**src/rtl/snake_pkg.sv**
```systemverilog
// Shared constants, FSM state encoding and LFSR tap table for the snake target logic.
// Tap masks use bit k-1 for tap k, giving maximal-length sequences for widths 8..32.
package snake_pkg;

  localparam int GRID_H = 160;
  localparam int GRID_V = 120;

  typedef enum logic [2:0] {
    IDLE,
    DRAW,
    QUERY,
    WAIT,
    SCAN_INIT,
    SCAN_STEP,
    COMMIT,
    FULL
  } state_e;

  function automatic logic [31:0] lfsr_taps(input int width);
    logic [31:0] m;
    case (width)
      8:       m = 32'h0000_00B8;
      9:       m = 32'h0000_0110;
      10:      m = 32'h0000_0240;
      11:      m = 32'h0000_0500;
      12:      m = 32'h0000_0829;
      13:      m = 32'h0000_100D;
      14:      m = 32'h0000_2015;
      15:      m = 32'h0000_6000;
      16:      m = 32'h0000_D008;
      17:      m = 32'h0001_2000;
      18:      m = 32'h0002_0400;
      19:      m = 32'h0004_0023;
      20:      m = 32'h0009_0000;
      21:      m = 32'h0014_0000;
      22:      m = 32'h0030_0000;
      23:      m = 32'h0042_0000;
      24:      m = 32'h00E1_0000;
      25:      m = 32'h0120_0000;
      26:      m = 32'h0200_0023;
      27:      m = 32'h0400_0013;
      28:      m = 32'h0900_0000;
      29:      m = 32'h1400_0000;
      30:      m = 32'h2000_0029;
      31:      m = 32'h4800_0000;
      32:      m = 32'h8020_0003;
      default: m = 32'h0000_00B8;
    endcase
    return m;
  endfunction

endpackage

```
**src/rtl/lfsr_prng.sv**
```systemverilog
// Free-running Fibonacci LFSR: shifts left, XOR of the tapped bits feeds bit 0.
// Q exposes the low OUT_W bits so callers only see the bits they consume.
module lfsr_prng
  import snake_pkg::*;
#(
  parameter int               WIDTH = 16,
  parameter logic [WIDTH-1:0] SEED  = WIDTH'(16'hACE1),
  parameter int               OUT_W = WIDTH
) (
  input  logic             CLK,
  input  logic             RESET,
  input  logic             EN,
  output logic [OUT_W-1:0] Q
);

  localparam logic [WIDTH-1:0] TAPS = WIDTH'(lfsr_taps(WIDTH));

  logic [WIDTH-1:0] q_q, q_d;

  always_comb begin
    q_d = q_q;
    if (EN) q_d = {q_q[WIDTH-2:0], ^(q_q & TAPS)};
  end

  always_ff @(posedge CLK) begin
    if (RESET) q_q <= SEED;
    else       q_q <= q_d;
  end

  assign Q = q_q[OUT_W-1:0];

endmodule

```
**src/rtl/target_placer.sv**
```systemverilog
// Places a food target on a free grid cell: rejection-sampled random draws, raster-scan fallback.
// Best case: request edge in cycle n -> TARGET_VALID in cycle n+4; waits indefinitely on OCC_VALID.
module target_placer
  import snake_pkg::*;
#(
  parameter int                H_CELLS   = GRID_H,
  parameter int                V_CELLS   = GRID_V,
  parameter int                LFSR_W    = 16,
  parameter logic [LFSR_W-1:0] SEED      = LFSR_W'(16'hACE1),
  parameter int                MAX_TRIES = 8,
  parameter int                INIT_H    = 0,
  parameter int                INIT_V    = 0,
  localparam int               H_BITS    = $clog2(H_CELLS),
  localparam int               V_BITS    = $clog2(V_CELLS)
) (
  input  logic              CLK,
  input  logic              RESET,
  input  logic              REACHED,
  input  logic              OCC_VALID,
  input  logic              OCCUPIED,
  output logic              CAND_VALID,
  output logic [H_BITS-1:0] CAND_H,
  output logic [V_BITS-1:0] CAND_V,
  output logic [H_BITS-1:0] TARGET_H,
  output logic [V_BITS-1:0] TARGET_V,
  output logic              TARGET_VALID,
  output logic              BUSY,
  output logic              GRID_FULL
);

  localparam int CW    = H_BITS + V_BITS;
  localparam int CELLS = H_CELLS * V_CELLS;
  localparam int SCW   = $clog2(CELLS + 1);
  localparam int TW    = $clog2(MAX_TRIES + 1);

  // One extra bit so a grid dimension that is an exact power of two still compares correctly.
  localparam logic [H_BITS:0]     H_LIM   = (H_BITS + 1)'(H_CELLS);
  localparam logic [V_BITS:0]     V_LIM   = (V_BITS + 1)'(V_CELLS);
  localparam logic [H_BITS-1:0]   H_LAST  = H_BITS'(H_CELLS - 1);
  localparam logic [V_BITS-1:0]   V_LAST  = V_BITS'(V_CELLS - 1);
  localparam logic [SCW-1:0]      SC_LIM  = SCW'(CELLS);
  localparam logic [TW-1:0]       TRY_LIM = TW'(MAX_TRIES);

  logic [CW-1:0]     rnd;
  logic [H_BITS-1:0] rnd_h;
  logic [V_BITS-1:0] rnd_v;
  logic              rnd_ok;
  logic [TW-1:0]     tries_inc;
  logic [SCW-1:0]    scan_inc;

  state_e            state_q, state_d;
  logic [TW-1:0]     tries_q, tries_d;
  logic [SCW-1:0]    scan_cnt_q, scan_cnt_d;
  logic              scan_mode_q, scan_mode_d;
  logic              reached_q, reached_d;
  logic              cand_valid_q, cand_valid_d;
  logic [H_BITS-1:0] cand_h_q, cand_h_d;
  logic [V_BITS-1:0] cand_v_q, cand_v_d;
  logic [H_BITS-1:0] target_h_q, target_h_d;
  logic [V_BITS-1:0] target_v_q, target_v_d;
  logic              target_valid_q, target_valid_d;
  logic              busy_q, busy_d;
  logic              grid_full_q, grid_full_d;

  lfsr_prng #(
    .WIDTH (LFSR_W),
    .SEED  (SEED),
    .OUT_W (CW)
  ) u_lfsr (
    .CLK   (CLK),
    .RESET (RESET),
    .EN    (1'b1),
    .Q     (rnd)
  );

  assign rnd_h     = rnd[H_BITS-1:0];
  assign rnd_v     = rnd[CW-1:H_BITS];
  assign rnd_ok    = ({1'b0, rnd_h} < H_LIM) && ({1'b0, rnd_v} < V_LIM);
  assign tries_inc = tries_q + TW'(1);
  assign scan_inc  = scan_cnt_q + SCW'(1);

  always_comb begin
    state_d        = state_q;
    tries_d        = tries_q;
    scan_cnt_d     = scan_cnt_q;
    scan_mode_d    = scan_mode_q;
    reached_d      = REACHED;
    cand_valid_d   = 1'b0;
    cand_h_d       = cand_h_q;
    cand_v_d       = cand_v_q;
    target_h_d     = target_h_q;
    target_v_d     = target_v_q;
    target_valid_d = 1'b0;
    busy_d         = busy_q;
    grid_full_d    = grid_full_q;

    case (state_q)
      IDLE: begin
        busy_d = 1'b0;
        if (REACHED && !reached_q) begin
          state_d     = DRAW;
          tries_d     = '0;
          scan_mode_d = 1'b0;
          busy_d      = 1'b1;
        end
      end
      DRAW: begin
        cand_h_d = rnd_h;
        cand_v_d = rnd_v;
        if (rnd_ok) begin
          state_d      = QUERY;
          cand_valid_d = 1'b1;
        end else begin
          tries_d = tries_inc;
          if (tries_inc == TRY_LIM) state_d = SCAN_INIT;
        end
      end
      QUERY: state_d = WAIT;
      WAIT: begin
        if (OCC_VALID) begin
          if (!OCCUPIED) begin
            state_d        = COMMIT;
            target_h_d     = cand_h_q;
            target_v_d     = cand_v_q;
            target_valid_d = 1'b1;
            grid_full_d    = 1'b0;
          end else if (!scan_mode_q) begin
            tries_d = tries_inc;
            state_d = (tries_inc == TRY_LIM) ? SCAN_INIT : DRAW;
          end else begin
            scan_cnt_d = scan_inc;
            if (scan_inc == SC_LIM) begin
              state_d     = FULL;
              grid_full_d = 1'b1;
            end else begin
              state_d = SCAN_STEP;
            end
          end
        end
      end
      SCAN_INIT: begin
        cand_h_d     = '0;
        cand_v_d     = '0;
        scan_cnt_d   = '0;
        scan_mode_d  = 1'b1;
        state_d      = QUERY;
        cand_valid_d = 1'b1;
      end
      SCAN_STEP: begin
        if (cand_h_q == H_LAST) begin
          cand_h_d = '0;
          cand_v_d = (cand_v_q == V_LAST) ? '0 : cand_v_q + V_BITS'(1);
        end else begin
          cand_h_d = cand_h_q + H_BITS'(1);
        end
        state_d      = QUERY;
        cand_valid_d = 1'b1;
      end
      COMMIT: begin
        state_d = IDLE;
        busy_d  = 1'b0;
      end
      FULL: begin
        state_d = IDLE;
        busy_d  = 1'b0;
      end
      default: state_d = IDLE;
    endcase
  end

  always_ff @(posedge CLK) begin
    if (RESET) begin
      state_q        <= IDLE;
      tries_q        <= '0;
      scan_cnt_q     <= '0;
      scan_mode_q    <= 1'b0;
      reached_q      <= 1'b0;
      cand_valid_q   <= 1'b0;
      cand_h_q       <= '0;
      cand_v_q       <= '0;
      target_h_q     <= H_BITS'(INIT_H);
      target_v_q     <= V_BITS'(INIT_V);
      target_valid_q <= 1'b0;
      busy_q         <= 1'b0;
      grid_full_q    <= 1'b0;
    end else begin
      state_q        <= state_d;
      tries_q        <= tries_d;
      scan_cnt_q     <= scan_cnt_d;
      scan_mode_q    <= scan_mode_d;
      reached_q      <= reached_d;
      cand_valid_q   <= cand_valid_d;
      cand_h_q       <= cand_h_d;
      cand_v_q       <= cand_v_d;
      target_h_q     <= target_h_d;
      target_v_q     <= target_v_d;
      target_valid_q <= target_valid_d;
      busy_q         <= busy_d;
      grid_full_q    <= grid_full_d;
    end
  end

  assign CAND_VALID   = cand_valid_q;
  assign CAND_H       = cand_h_q;
  assign CAND_V       = cand_v_q;
  assign TARGET_H     = target_h_q;
  assign TARGET_V     = target_v_q;
  assign TARGET_VALID = target_valid_q;
  assign BUSY         = busy_q;
  assign GRID_FULL    = grid_full_q;

endmodule

```
**config.mk**
```make
export PLATFORM = sky130hd
export DESIGN_NAME = target_placer
export DESIGN_NICKNAME = d
export VERILOG_FILES = /design/src/rtl/snake_pkg.sv /design/src/rtl/lfsr_prng.sv /design/src/rtl/target_placer.sv
export SDC_FILE = /design/constraint.sdc
export NUM_CORES = 1
export LEC_CHECK = 0
export BUFFER_PORTS_ARGS = -buffer_cell sky130_fd_sc_hd__buf_2
export CORE_MARGIN = 2
export CORE_UTILIZATION = 35
export DETAILED_ROUTE_END_ITERATION = 12
export PLACE_DENSITY = 0.53
export SLEW_MARGIN = 20
export SYNTH_ARGS = -nofsm -noshare
export SYNTH_HDL_FRONTEND = slang
export SYNTH_SLANG_ARGS = --single-unit
```
**constraint.sdc**
```tcl
create_clock -name CLK -period 2.1 [get_ports CLK]
set_clock_uncertainty 0.1 [all_clocks]
set_input_delay 0.21 -clock CLK [delete_from_list [all_inputs] [get_ports CLK]]
set_output_delay 0.21 -clock CLK [all_outputs]
set_load 0.02 [all_outputs]
```
* Word level (Yosys, flattened, before mapping)
Index checks and enable logic that the tools add are counted.
** Word-level totals
- Bits of input ports :: 5
- Word-level logic and storage cells :: 98
- Bits in registers :: 74
** Cells by class
- Reduce and logical (&&, ||, !) cells :: 20
- Muxes and demuxes :: 34
- $lt $le $gt $ge :: 2
- Add/subtract/negate cells :: 4
- Equal/unequal tests :: 21
- Bitwise logic cells :: 3
** Operator list (number)
- $mux W15 :: 3
- $pmux W15 S2 :: 1
- $pmux W8 S3 :: 1
- $mux W3 :: 7
- $pmux W7 S3 :: 1
- $mux W4 :: 5
- $pmux W3 S6 :: 1
- $reduce_xor A16 Y1 :: 1
- $add A15 B1 Y15 const B :: 1
- $eq A15 B15 Y1 const B :: 1
- $mux W7 :: 2
- $ne A2 B2 Y1 const B :: 7
- $eq A3 B3 Y1 const B :: 4
- $pmux W4 S3 :: 1
- $add A8 B1 Y8 const B :: 1
- $eq A8 B8 Y1 const B :: 1
- $lt A8 B8 Y1 const B :: 1
- $mux W8 :: 1
- $reduce_and A4 Y1 :: 2
- $add A7 B1 Y7 const B :: 1
- $eq A7 B7 Y1 const B :: 1
- $lt A7 B7 Y1 const B :: 1
- $mux W1 :: 7
- $eq A3 B2 Y1 const B :: 2
- other kinds (18) :: 30

* Depth between registers and ports, before layout
- Word-level depth :: 7
- Mapped depth :: 8

* Cells and area by module
From an unflattened synthesis, not the netlist that was laid out.
** Second synthesis, totals
- Cell total of the unflattened synthesis :: 464
- Area, all modules :: 3849.9 um2
** By module, submodules not included
- target_placer :: seq. area each 1161.1 um2, instances 1, cells an instance 394, area each 3118.0 um2
- lfsr_prng :: seq. area each 320.3 um2, instances 1, cells an instance 70, area each 732.0 um2

* Worst setup path before layout
Ideal clock, no wire load.
- Path type :: register to register
- Start :: register cand_h_q[0], in the netlist CAND_H[0]
- End :: register cand_v_q[5], in the netlist CAND_V[5]
- Arrival :: 1.773 ns
- Period minus slack after synthesis :: 2.001 ns
- Cell stages (with the launch flop) :: 9
- Slack :: 0.099 ns
- Buffers on the path :: 1
- Path through :: dfxtp_1 > ha_1 > and4_1 > a31oi_1 > nor2_1 > buf_2 > o21ai_0 > a22oi_1 > nor2_1
** On the way
- Word-level cells in the longest chain between the ends :: 3
** RTL lines
- start: declaration :: RTL line target_placer.sv:57 : logic [H_BITS-1:0] cand_h_q, cand_h_d;
- start signal: assignment :: RTL line target_placer.sv:193 : cand_h_q <= cand_h_d;
- $eq A8 B8 Y1 :: RTL line target_placer.sv:150 : if (cand_h_q == H_LAST) begin
- $ne A2 B2 Y1 (no source line)
- $reduce_and A2 Y1 (no source line)
- end signal: assignment :: RTL line target_placer.sv:194 : cand_v_q <= cand_v_d;
- end: declaration :: RTL line target_placer.sv:58 : logic [V_BITS-1:0] cand_v_q, cand_v_d;
No other way between the ends.
A chain may end at the register's enable or synchronous reset.

* Worst setup path after layout
- Start :: register state_q[0]
- End :: register scan_cnt_q[11]
** On the way
- Word-level cells in the longest chain between the ends :: 3
- Elaborated cells between the ends (all ways) :: 8
- Classes of those cells :: eq/ne (5); mux (1); reduce/logical (2)
** RTL lines
- start: declaration :: RTL line target_placer.sv:51 : state_e state_q, state_d;
- start signal: assignment :: RTL line target_placer.sv:187 : state_q <= state_d;
- $eq A3 B2 Y1 / $eq A3 B3 Y1 (equally long branches) :: RTL line target_placer.sv:97 : case (state_q)
- $ne A2 B2 Y1 (no source line) / $reduce_bool A2 Y1 (equally long branches)
- $reduce_and A4 Y1 (no source line)
- end signal: assignment :: RTL line target_placer.sv:189 : scan_cnt_q <= scan_cnt_d;
- end: declaration :: RTL line target_placer.sv:53 : logic [SCW-1:0] scan_cnt_q, scan_cnt_d;
Parallel ways exist; a longest one is shown, timed or not.

==> impl_metrics.json <==
{
  "result_of_the_run": "complete, no violations",
  "finalWeightedCongestion": 0.846,
  "antenna_cells": 0,
  "drv.max_cap_violation_count": 0,
  "setup.reg_to_reg.worst_slack_ps": 160,
  "std_cell_rows": 36,
  "cts_buffers": 9,
  "antenna_violating_nets_post_route": 0,
  "seq_area_frac_synth_pct": 42.0,
  "tritoncts": "yes",
  "leakage_nw": 1.66,
  "post-synth-top-area-cell": "sky130_fd_sc_hd__dfxtp_1",
  "timing_hold_violations_final": 0,
  "synth_top_cell_area_share_pct": 42.0,
  "r2r-start": "state_q[0]",
  "cp-startpoint": "state_q[0]",
  "htree_num_levels": 3,
  "synth_top_flop_cell": "sky130_fd_sc_hd__dfxtp_1",
  "firstDrtPassIters": 4,
  "die_area_um2": 10900,
  "yosys.cell_count.top_type": "sky130_fd_sc_hd__dfxtp_1",
  "timing.final.max_slew_violations": 0,
  "worst_setup_path_end_kind": "register",
  "clock_tree.buffer_depth": 2,
  "grt_antenna_before_repair": 0,
  "cell_types_with_the_largest_area_share_after_synthesis": "sky130_fd_sc_hd__dfxtp_1 (42%), sky130_fd_sc_hd__nor2_1 (6.7%), sky130_fd_sc_hd__mux2i_1 (4.8%), sky130_fd_sc_hd__a21oi_1 (3.5%), sky130_fd_sc_hd__nand2_1 (3.4%)",
  "gr-usage-met1_pct": 23.6,
  "drt_first_iter_violations": 111,
  "initial_utilization_pct": 36.1,
  "post_synth_instance_area_um2": 3520,
  "finalCriticalPeriod_ps": 1940,
  "synth-seq-cells": 74,
  "hpwlAfterDp_um": 6140,
  "global_route_wire_length_before_repair_um": 14900,
  "finish.instance_area_um2": 4220,
  "finalCritPeriodShare_pct": 92.6,
  "synthesized_instance_count": 418,
  "route.vias.total": 3176,
  "clk_root_buffer_cell": "sky130_fd_sc_hd__clkbuf_8",
  "drc": 0,
  "final_cells": 609,
  "routed_wl_um": 8710,
  "die_w_um": 104,
  "cp_data_arrival_time_ps": 2120,
  "final_util_pct": 43.1,
  "placedInstanceArea_um2": 4000,
  "clock_transition_at_the_registers_of_the_reported_paths_ps": 80,
  "route.detailed.wl_per_inst_um": 14.3,
  "worst_relative_slew_slack_pct": 46.4,
  "synth_edf_count": 0,
  "synthDistinctLibCells": 62,
  "avgViaCountPerCell": 5.22,
  "floorplan.die.height_um": 104,
  "synth.cells.most_frequent": "sky130_fd_sc_hd__dfxtp_1 (74), sky130_fd_sc_hd__nor2_1 (63), sky130_fd_sc_hd__nand2_1 (32), sky130_fd_sc_hd__a21oi_1 (25), sky130_fd_sc_hd__o21ai_0 (21)",
  "design.core.area_um2": 9770,
  "critical_path_class": "register to register",
  "routing_usage_on_met3_pct": 3.38,
  "fmaxAchievable_mhz": 514,
  "syn-mean-instance-area_um2": 8.43,
  "final_layout_size_suffix_gt1_share_pct": 21.4,
  "tritoncts_num_sinks": 74,
  "worstHoldStart": "OCC_VALID",
  "min-delay-path-class": "input port to register",
  "syn_to_final_growth_pct": 19.6,
  "first_global_vias": 2986,
  "globalRouteTotalUtil_pct": 16.8,
  "ioPinCount": 39,
  "synthArstFlopShare_pct": 0,
  "worst_setup_path_start_kind": "register",
  "max-vdd-ir-drop_mv": 0.315,
  "global_route_layer_with_the_greatest_usage": "met2",
  "endpoints_failing_setup": 0,
  "worstSkewPairLatency_ps": 350,
  "final_nets": 480,
  "tns_ps": 0,
  "worst_slew_pin_slew_ps": 804,
  "grt_setup_unrepaired": "false",
  "grt_max_degree": 41,
  "required_ps": 2280,
  "critPathMaxFanout": 8,
  "dpl.cell_count": 592,
  "post_cts_repair_setup_buffers": 0,
  "power.density_cell_area_nw_per_um2": 712,
  "globalRouteMet2Util_pct": 25.6,
  "global_route.overflow_total": 0,
  "yosys_warnings": 0,
  "post_syn_nets": 427,
  "port-buffer-count": 38
}
## worst paths after layout
kind	endpoint	depth (start not counted)
worst max-delay path	scan_cnt_q[11]	5
worst min-delay path	state_q[1]	2
worst max register to register	scan_cnt_q[11]	5
worst min register to register	u_lfsr.q_q[11]	1
## final cells by class
type	instances	area [um2]
clock buffers	9	124
clock inverters	7	82.6
fillers	1015	5560
inverters	10	37.5
multi-input cells	310	1900
flip-flops and latches	74	1480
well taps	133	166
repair buffers	66	428
## power breakdown
group          switching, mW  internal (mW)
Clock                  0.606          0.570
Combinational          0.186          0.129
Sequential            0.0566           1.46
## through the flow
step | setup slack (ps) | hold WS [ps] | power (mW)
after CTS | 152 | 27.5 | 3.04
after global routing | 0.477 | 42.7 | 3.14
after detailed placement | 171 | 327 | 1.86
final | 155 | 43.3 | 3.00
after floorplan | 99.1 | 227 | 1.74
after global placement | 176 | 329 | 1.86
## registers in the layout, indices dropped and copies added, names as in the netlist
register,count
TARGET_V,7
CAND_VALID,1
u_lfsr.q_q,16
scan_cnt_q,15
TARGET_H,8
GRID_FULL,1
scan_mode_q,1
BUSY,1
CAND_V,7
CAND_H,8
reached_q,1
state_q,3
TARGET_VALID,1
tries_q,4
## layer usage
layer / wire, um / part of all wire (%)
met1: 4330 / 50
met2: 3890 / 45
met3: 371 / 4.3
met4: 121 / 1.4
met5: 0 / 0
## worst max-delay path, cell delays in order (launching register included)
cell	delay, ps
sky130_fd_sc_hd__dfxtp_1	490
sky130_fd_sc_hd__and4b_1	310
sky130_fd_sc_hd__and3_1	380
sky130_fd_sc_hd__nand4_1	170
sky130_fd_sc_hd__or2_2	290
sky130_fd_sc_hd__a21oi_1	130
## cells by family after synthesis
logic type	count (synthesis)	synth area share, %
AOI/OAI and AO/OA	94	17.6
DFF	74	42.0
xor gates and xnor gates	10	2.48
adders and majority gates	4	1.42
muxes	18	5.15
buffers and inverters	34	4.33
and+or+nand+nor	184	26.9
## cells in the final DEF (no fill, tap or decap), types with 3 or more instances in the layout
master	netlist	layout
sky130_fd_sc_hd__nor3_1	9	9
sky130_fd_sc_hd__nand4_1	8	8
sky130_fd_sc_hd__a31oi_1	8	8
sky130_fd_sc_hd__buf_4	2	25
sky130_fd_sc_hd__and4_1	3	3
sky130_fd_sc_hd__a311oi_1	6	6
sky130_fd_sc_hd__nand3_1	16	16
sky130_fd_sc_hd__nand2b_1	5	5
sky130_fd_sc_hd__dfxtp_1	74	73
sky130_fd_sc_hd__a22o_1	3	3
sky130_fd_sc_hd__or2_2	8	8
sky130_fd_sc_hd__a21oi_1	25	25
sky130_fd_sc_hd__a22oi_1	9	9
sky130_fd_sc_hd__inv_1	8	8
sky130_fd_sc_hd__ha_1	4	4
sky130_fd_sc_hd__or3_1	7	7
sky130_fd_sc_hd__clkbuf_8	0	9
sky130_fd_sc_hd__buf_2	7	38
sky130_fd_sc_hd__xor2_1	4	4
sky130_fd_sc_hd__xnor2_1	6	6
sky130_fd_sc_hd__nor2b_1	11	11
sky130_fd_sc_hd__o21ai_0	21	20
sky130_fd_sc_hd__mux2i_1	17	17
sky130_fd_sc_hd__and3_1	6	6
sky130_fd_sc_hd__inv_6	0	3
sky130_fd_sc_hd__nand2_1	32	32
sky130_fd_sc_hd__nor2_1	63	63
## timing repair
item,4_1_cts,5_1_grt
hold endpoints to repair,1,0
setup endpoints to repair,0,3
resized for setup,0,2
hold buffers,1,0
(Power assumes the default switching activity.)
